--- src/rtl/vco_quantizer.sv ---
// Multi-phase VCO quantizer: synchronises NPH ring-oscillator taps, counts edges over a
// DECIM-cycle window and offers one saturated count per window. Macro VCO_QUANTIZER_BOTH_EDGES_EN.
module vco_quantizer #(
  parameter int NPH   = 4,
  parameter int DECIM = 64,
  parameter int OUT_W = 16,
  parameter int CNT_W = $clog2(DECIM)
) (
  input  logic             clk,
  input  logic             rst,
  input  logic             enb,
  input  logic [NPH-1:0]   phase,
  output logic [OUT_W-1:0] sample_data,
  output logic             sample_valid,
  input  logic             sample_ready,
  output logic             overflow,
  input  logic             overflow_clr,
  output logic             busy
);

  localparam int INC_W = $clog2(NPH + 1);
  localparam int SUM_W = (OUT_W + 2 > INC_W + 1) ? OUT_W + 2 : INC_W + 1;
  localparam logic [SUM_W-1:0] MAX_VAL = {{(SUM_W - OUT_W){1'b0}}, {OUT_W{1'b1}}};
  localparam logic [OUT_W:0]   ACC_SAT = {1'b1, {OUT_W{1'b0}}};

  typedef enum logic {IDLE, RUN} state_t;

  state_t           state;
  logic [NPH-1:0]   s1, s2, s3;
  logic [NPH-1:0]   edges;
  logic [INC_W-1:0] inc;
  logic [OUT_W:0]   acc;
  logic [CNT_W-1:0] win_cnt;
  logic [SUM_W-1:0] sum;
  logic             sat;
  logic [OUT_W-1:0] final_val;
  logic [OUT_W:0]   acc_next;
  logic             last;
  logic             close;
  logic             load;
  logic             drop;

`ifdef VCO_QUANTIZER_BOTH_EDGES_EN
  always_comb edges = s2 ^ s3;
`else
  always_comb edges = s2 & ~s3;
`endif

  always_comb begin
    inc = '0;
    for (int i = 0; i < NPH; i++) begin
      inc = inc + INC_W'(edges[i]);
    end
  end

  // acc parks at 2^OUT_W once saturated, so it can never wrap back to a small value.
  always_comb begin
    sum       = SUM_W'(acc) + SUM_W'(inc);
    sat       = sum > MAX_VAL;
    final_val = sat ? {OUT_W{1'b1}} : sum[OUT_W-1:0];
    acc_next  = sat ? ACC_SAT : sum[OUT_W:0];
    last      = win_cnt == CNT_W'(DECIM - 1);
    close     = (state == RUN) && !enb && last;
    load      = close && (!sample_valid || sample_ready);
    drop      = close && sample_valid && !sample_ready;
  end

  // Handshake: a sample transfers on any edge where sample_valid && sample_ready; sample_valid
  // stays high and sample_data stays stable until that transfer, whatever enb does.
  always_ff @(posedge clk) begin
    if (rst) begin
      state        <= IDLE;
      s1           <= '0;
      s2           <= '0;
      s3           <= '0;
      acc          <= '0;
      win_cnt      <= '0;
      busy         <= 1'b0;
      sample_data  <= '0;
      sample_valid <= 1'b0;
      overflow     <= 1'b0;
    end else begin
      s1 <= phase;
      s2 <= s1;
      s3 <= s2;

      case (state)
        IDLE: begin
          acc     <= '0;
          win_cnt <= '0;
          if (!enb) begin
            state <= RUN;
            busy  <= 1'b1;
          end
        end
        RUN: begin
          if (enb) begin
            state   <= IDLE;
            busy    <= 1'b0;
            acc     <= '0;
            win_cnt <= '0;
          end else if (last) begin
            acc     <= '0;
            win_cnt <= '0;
          end else begin
            acc     <= acc_next;
            win_cnt <= win_cnt + CNT_W'(1);
          end
        end
        default: begin
          state <= IDLE;
          busy  <= 1'b0;
        end
      endcase

      if (load) begin
        sample_data  <= final_val;
        sample_valid <= 1'b1;
      end else if (sample_valid && sample_ready) begin
        sample_valid <= 1'b0;
      end

      // A fresh drop outranks a clear arriving in the same cycle.
      if (drop) begin
        overflow <= 1'b1;
      end else if (overflow_clr) begin
        overflow <= 1'b0;
      end
    end
  end

endmodule

--- config.mk ---
export PLATFORM = sky130hd
export DESIGN_NAME = vco_quantizer
export DESIGN_NICKNAME = d
export VERILOG_FILES = /design/src/rtl/vco_quantizer.sv
export SDC_FILE = /design/constraint.sdc
export NUM_CORES = 1
export LEC_CHECK = 0
export CORE_UTILIZATION = 45
export DETAILED_ROUTE_END_ITERATION = 10
export PLACE_DENSITY = 0.78
export SYNTH_ARGS = -nofsm -noshare
export SYNTH_HDL_FRONTEND = slang
export SYNTH_SLANG_ARGS = --single-unit
--- constraint.sdc ---
create_clock -name clk -period 9.78 [get_ports clk]
set_clock_uncertainty 0.1 [all_clocks]
set_input_delay 2.934 -clock clk [delete_from_list [all_inputs] [get_ports clk]]
set_output_delay 2.934 -clock clk [all_outputs]
set_load 0.05 [all_outputs]
### Yosys cells after proc, flatten, opt, wreduce, memory -nomap -nowiden

Index checks and enable logic that the tools add are counted.

* logic and storage cells: 51
* input port bits: 9
* bits in registers: 55

* magnitude comparators: 1
* muxes and demuxes: 16
* $add $sub $neg: 5
* reductions and logical operators: 13
* bitwise logic cells: 3
* equality and inequality tests: 3

Operators with widths (number)
* $mux 17: 3
* $pmux 17 s2: 1
* $add 17x3->18: 1
* $gt 18x16->1 const B: 1
* $mux 16: 1
* $mux 6: 2
* $pmux 6 s2: 1
* $mux 1: 7
* $add 6x1->6 const B: 1
* $eq 6x6->1 const B: 1
* $logic_and 1x1->1: 6
* $and 4x4->4: 1
* $ne 2x2->1 const B: 2
* $not 4->4: 1
* $reduce_bool 2->1: 2
* $add 2x1->3: 1
* $add 3x1->3: 1
* $logic_not 1->1: 3
* $add 1x1->2: 1
* $pmux 1 s2: 1
* $reduce_and 2->1: 1
* $logic_or 1x1->1: 1
* $not 1->1: 1

### Depth between registers and ports, before layout

* depth after elaboration: 11
* depth in mapped cells: 11
* gate-level depth less buffers: 10

### Least setup slack after synthesis

OpenSTA, ideal clock, no wires.

* path kind: input to register
* start point: input enb
* end point: register sample_data[2]
* setup time: 92 ps
* data arrival time: 4047 ps
* stages: 8
* slack: 5541 ps
* required time: 9588 ps
* cells stage by stage: inv_1 -> ha_1 -> nand4_1 -> nor2b_1 -> clkbuf_1 -> buf_6 -> nor2_1 -> a311oi_4

* word-level cells in the longest chain between the ends: 4

Ends and longest elaborated chain
* start, declared: RTL line 11 `input logic enb,`
* $logic_not 1->1
* $logic_and 1x1->1 (2 in series): RTL line 63 `close = (state == RUN) && !enb && last;`
* $logic_and 1x1->1: RTL line 64 `load = close && (!sample_valid || sample_ready);`
* end signal, assigned: RTL line 117 `sample_data <= final_val;`
* end, declared: RTL line 13 `output logic [OUT_W-1:0] sample_data,`

Every way passes these cells.
A chain may end at the register's enable or synchronous reset.

==> report_table.html <==
<table>
<tr><th>Metric</th><th>Value</th></tr>
<tr><th colspan="2">Clock tree</th></tr>
<tr><td>Clock buffers created by TritonCTS</td><td>5</td></tr>
<tr><td>Cell at the root of the clock tree</td><td>clkbuf_8</td></tr>
<tr><td>Post-CTS Repair Setup Buffers</td><td>0</td></tr>
<tr><td>Clock-pin slew reported for the worst setup and hold paths after clock tree synthesis</td><td>0.09 ns</td></tr>
<tr><td>Deepest clock path buffer count</td><td>2</td></tr>
<tr><td>Number of clock sinks</td><td>55</td></tr>
<tr><td>Level count of the clock H-tree</td><td>2</td></tr>
<tr><td>Quantity of gates resized following cts</td><td>0</td></tr>
<tr><td>Clk_lat worst skew</td><td>0.30 ns</td></tr>
<tr><td>Hold buffer count at CTS</td><td>0</td></tr>
<tr><td>Clock tree from TritonCTS</td><td>built</td></tr>
<tr><th colspan="2">STA</th></tr>
<tr><td>Final slew viol count</td><td>0</td></tr>
<tr><td>Final setup fails</td><td>0</td></tr>
<tr><td>Max Clock Freq</td><td>0.218 GHz</td></tr>
<tr><td>Total negative setup slack</td><td>0 ns</td></tr>
<tr><td>RSZ-0062 raised after global routing</td><td>false</td></tr>
<tr><td>Post-layout minimum cycle time</td><td>4.58 ns</td></tr>
<tr><td>Normalized max-slew margin</td><td>0.252</td></tr>
<tr><td>Number of hold violations in the final report</td><td>0</td></tr>
<tr><td>Final worst hold slack</td><td>0.344 ns</td></tr>
<tr><td>Share of the clock period used by the worst path</td><td>0.468</td></tr>
<tr><td>Slew of the pin with the lowest slew margin</td><td>1.12 ns</td></tr>
<tr><th colspan="2">Worst setup path</th></tr>
<tr><td>Slack of the worst reg-to-reg path</td><td>6.01 ns</td></tr>
<tr><td>Crit path arrival time</td><td>4.72 ns</td></tr>
<tr><td>Required time of the critical path</td><td>9.92 ns</td></tr>
<tr><td>Source of the critical timing path</td><td>rst</td></tr>
<tr><td>Worst setup path class</td><td>in -&gt; reg</td></tr>
<tr><td>Worst setup SP type</td><td>input pin</td></tr>
<tr><td>Worst R2R Path Depth</td><td>10</td></tr>
<tr><td>Critical path endpoint category</td><td>flop</td></tr>
<tr><td>End point of the critical path</td><td>acc[15]$_SDFF_PP0_</td></tr>
<tr><td>Reg-to-reg startpoint</td><td>s3[0]$_SDFF_PP0_</td></tr>
<tr><td>Reg-to-reg endpoint</td><td>sample_data[3]$_SDFFE_PP0P_</td></tr>
<tr><td>Largest fanout on the critical path</td><td>32</td></tr>
<tr><th colspan="2">GRT</th></tr>
<tr><td>Initial antenna violation count</td><td>0</td></tr>
<tr><td>Total global routing overflow</td><td>0</td></tr>
<tr><td>GR Util All Layers</td><td>0.160</td></tr>
<tr><td>Wire length of the first global-routing pass</td><td>6440 um</td></tr>
<tr><td>Largest net degree at the start of global routing</td><td>33</td></tr>
<tr><td>Number of global-route vias before repair</td><td>1492</td></tr>
<tr><th colspan="2">Detailed routing</th></tr>
<tr><td>Remaining antenna violation count</td><td>0</td></tr>
<tr><td>Total wirelength of the detailed-routed design</td><td>3680 um</td></tr>
<tr><td>Detail-routed net length per standard cell</td><td>11.9 um</td></tr>
<tr><td>DR vias/cell</td><td>4.95</td></tr>
<tr><td>Iteration-0 DRC count of the detailed router</td><td>69</td></tr>
<tr><td>Residual DRC</td><td>0</td></tr>
<tr><td>TritonRoute pass-1 iters</td><td>5</td></tr>
<tr><td>Via count</td><td>1530</td></tr>
<tr><th colspan="2">Floorplanning</th></tr>
<tr><td>Core Region</td><td>4750 sq um</td></tr>
<tr><td>Number of rows in the core area</td><td>25</td></tr>
<tr><td>Full die area</td><td>5240 sq um</td></tr>
<tr><td>Die W</td><td>72.4 um</td></tr>
<tr><td>Starting utilization of the core area</td><td>0.469</td></tr>
<tr><td>Count of pins on the block boundary</td><td>28</td></tr>
<tr><td>Die Span Y</td><td>72.4 um</td></tr>
<tr><th colspan="2">Synthesis</th></tr>
<tr><td>Number of flops mapped to enable cells by yosys</td><td>0</td></tr>
<tr><td>Primary FF master, synth</td><td>dfxtp_1</td></tr>
<tr><td>Cell type contributing the most total cell area after synthesis</td><td>dfxtp_1</td></tr>
<tr><td>Total standard cell area after synthesis</td><td>2230 sq um</td></tr>
<tr><td>Synthesis warning total</td><td>0</td></tr>
<tr><td>Number of synthesized register bits</td><td>55</td></tr>
<tr><td>Syn Nets</td><td>229</td></tr>
<tr><td>Avg Inst Size Synth</td><td>10.4 sq um</td></tr>
<tr><td>Gate count of the mapped netlist</td><td>214</td></tr>
<tr><td>Sequential cell area fraction in the yosys report</td><td>0.494</td></tr>
<tr><td>Share of synthesized registers carrying an async set or reset</td><td>0</td></tr>
<tr><td>Proportion of netlist area held by the largest area contributor</td><td>0.494</td></tr>
<tr><td>Leading post-synthesis cells by cell area</td><td>dfxtp_1 (49%), nor2_1 (8.1%), a311oi_2 (5.4%), nor2b_1 (3.9%), xor2_1 (3.9%)</td></tr>
<tr><td>Library cells used by synthesis</td><td>34</td></tr>
<tr><th colspan="2">Run</th></tr>
<tr><td>Number of max-cap violations</td><td>0</td></tr>
<tr><th colspan="2">Finish</th></tr>
<tr><td>Fin area</td><td>2610 sq um</td></tr>
<tr><td>Number of inserted diodes</td><td>0</td></tr>
<tr><td>Layout fillers</td><td>440</td></tr>
<tr><td>Growth of design area from synthesis to finish</td><td>17.0%</td></tr>
<tr><td>Ratio of cells with drive above 1 in the final layout</td><td>0.116</td></tr>
<tr><td>Final-stage net count</td><td>256</td></tr>
<tr><th colspan="2">Placement</th></tr>
<tr><td>Cell Area, Placed</td><td>2520 sq um</td></tr>
<tr><td>Routability congestion estimate</td><td>0.785</td></tr>
<tr><td>HPWL after detailed placement</td><td>2550 um</td></tr>
<tr><td>Number of buffer cells added on primary ports</td><td>27</td></tr>
<tr><th colspan="2">Hold path</th></tr>
<tr><td>Hold/Removal Path Class</td><td>reg -&gt; reg</td></tr>
<tr><th colspan="2">Pwr</th></tr>
<tr><td>Cell area power density</td><td>138 nW/um^2</td></tr>
<tr><td>Worst voltage drop across the vdd grid</td><td>66.8 uV</td></tr>
<tr><td>Leakage power summed over all cells</td><td>0.000889 uW</td></tr>
<tr><th colspan="2">Outcome</th></tr>
<tr><td>Result of the run</td><td>finished clean</td></tr>
</table>
## stage by stage
step	cells	util	setup slack, ns	power, uW
final	309	0.549	5.20	361
after global routing	309	0.549	5.08	375
after CTS	309	0.549	5.18	366
after detailed placement	301	0.531	4.87	248
after global placement	301	0.531	4.88	248
after floorplan	214	-	5.54	243
## critical path: stages
cell	delay, ns
clkdlybuf4s50_1	0.40
buf_4	0.25
nor2_1	0.17
nand2_1	0.08
a31o_2	0.27
a311o_2	0.46
nor2_1	0.14
## registers in the layout, summed over array words and instances, names as in the netlist
signal	cells
s2	4
busy	1
state	1
acc	17
sample_data	16
win_cnt	6
s3	4
overflow	1
sample_valid	1
s1	4
## metal layers
metal	vias up	GRT usage	part of all wire
met4	0	0.0719	0.018
met1	710	0.187	0.47
met3	6	0.0542	0.045
li1	778	-	-
met2	36	0.267	0.47
met5	-	0	0
## cell type report
cell class / count / area [sq um] / area share
sequential: 55 / 1100 / 0.422
multi-input combinational: 142 / 1020 / 0.393
timing repair buffer: 29 / 285 / 0.109
tap: 67 / 83.8 / 0.0321
clock buffer: 5 / 68.8 / 0.0264
inverter: 8 / 30.0 / 0.0115
clock inverter: 3 / 15.0 / 0.00576
## worst min path at each step
| stage | start | to | slack (ns) | cells past startpoint |
|---|---|---|---|---|
| final | s1[2]$_SDFF_PP0_ | s2[2]$_SDFF_PP0_ | 0.34 | 1 |
| after global routing | s1[2]$_SDFF_PP0_ | s2[2]$_SDFF_PP0_ | 0.36 | 1 |
| after CTS | s1[1]$_SDFF_PP0_ | s2[1]$_SDFF_PP0_ | 0.35 | 1 |
| after detailed placement | s1[1]$_SDFF_PP0_ | s2[1]$_SDFF_PP0_ | 0.33 | 1 |
| after global placement | s1[3]$_SDFF_PP0_ | s2[3]$_SDFF_PP0_ | 0.32 | 1 |
| after floorplan | s1[0]$_SDFF_PP0_ | s2[0]$_SDFF_PP0_ | 0.31 | 1 |
## synth_stat cells (2+ instances only)
cell type	instances
dfxtp_1	55
nor2_1	48
nor2b_1	14
xor2_1	10
xnor2_1	9
a311oi_2	8
inv_1	8
a311oi_1	7
nand3_1	6
buf_6	5
nand2_1	5
nand4_1	5
nand2b_1	4
fa_1	3
ha_1	3
a21oi_1	2
and2_1	2
clkbuf_1	2
nand4_2	2
nor3_1	2
## cell usage in the layout (no fill, tap or decap), types with 2 or more instances in the layout
cell type | netlist | final
clkbuf_8 | 0 | 5
nand2b_1 | 4 | 4
xor2_1 | 10 | 10
xnor2_1 | 9 | 9
inv_1 | 8 | 8
ha_1 | 3 | 3
a21oi_1 | 2 | 2
nor2_1 | 48 | 48
fa_1 | 3 | 3
nand3_1 | 6 | 6
buf_4 | 1 | 2
nor2b_1 | 14 | 13
a311oi_1 | 7 | 7
dfxtp_1 | 55 | 55
nand4_1 | 5 | 5
clkinv_2 | 0 | 3
nand2_1 | 5 | 5
clkdlybuf4s50_1 | 0 | 27
nand4_2 | 2 | 2
a311oi_2 | 8 | 8
and2_1 | 2 | 2
nor3_1 | 2 | 2
## logic make-up after synthesis
group / synth area share
fa+ha+maj: 0.0438
buf+inv: 0.0477
flops: 0.494
xor+xnor: 0.0746
compound gates: 0.120
simple gates: 0.221
## where the power goes
part / total (uW) / switching [uW] / internal, uW / leakage (uW)
Combinational: 15.1 / 8.13 / 6.99 / 0.000396
Sequential: 228 / 1.10 / 227 / 0.000446
Clock: 118 / 69.1 / 49.1 / 0.0000477
Total: 361 / 78.3 / 283 / 0.000889
Power figures use the tool's default switching activity.
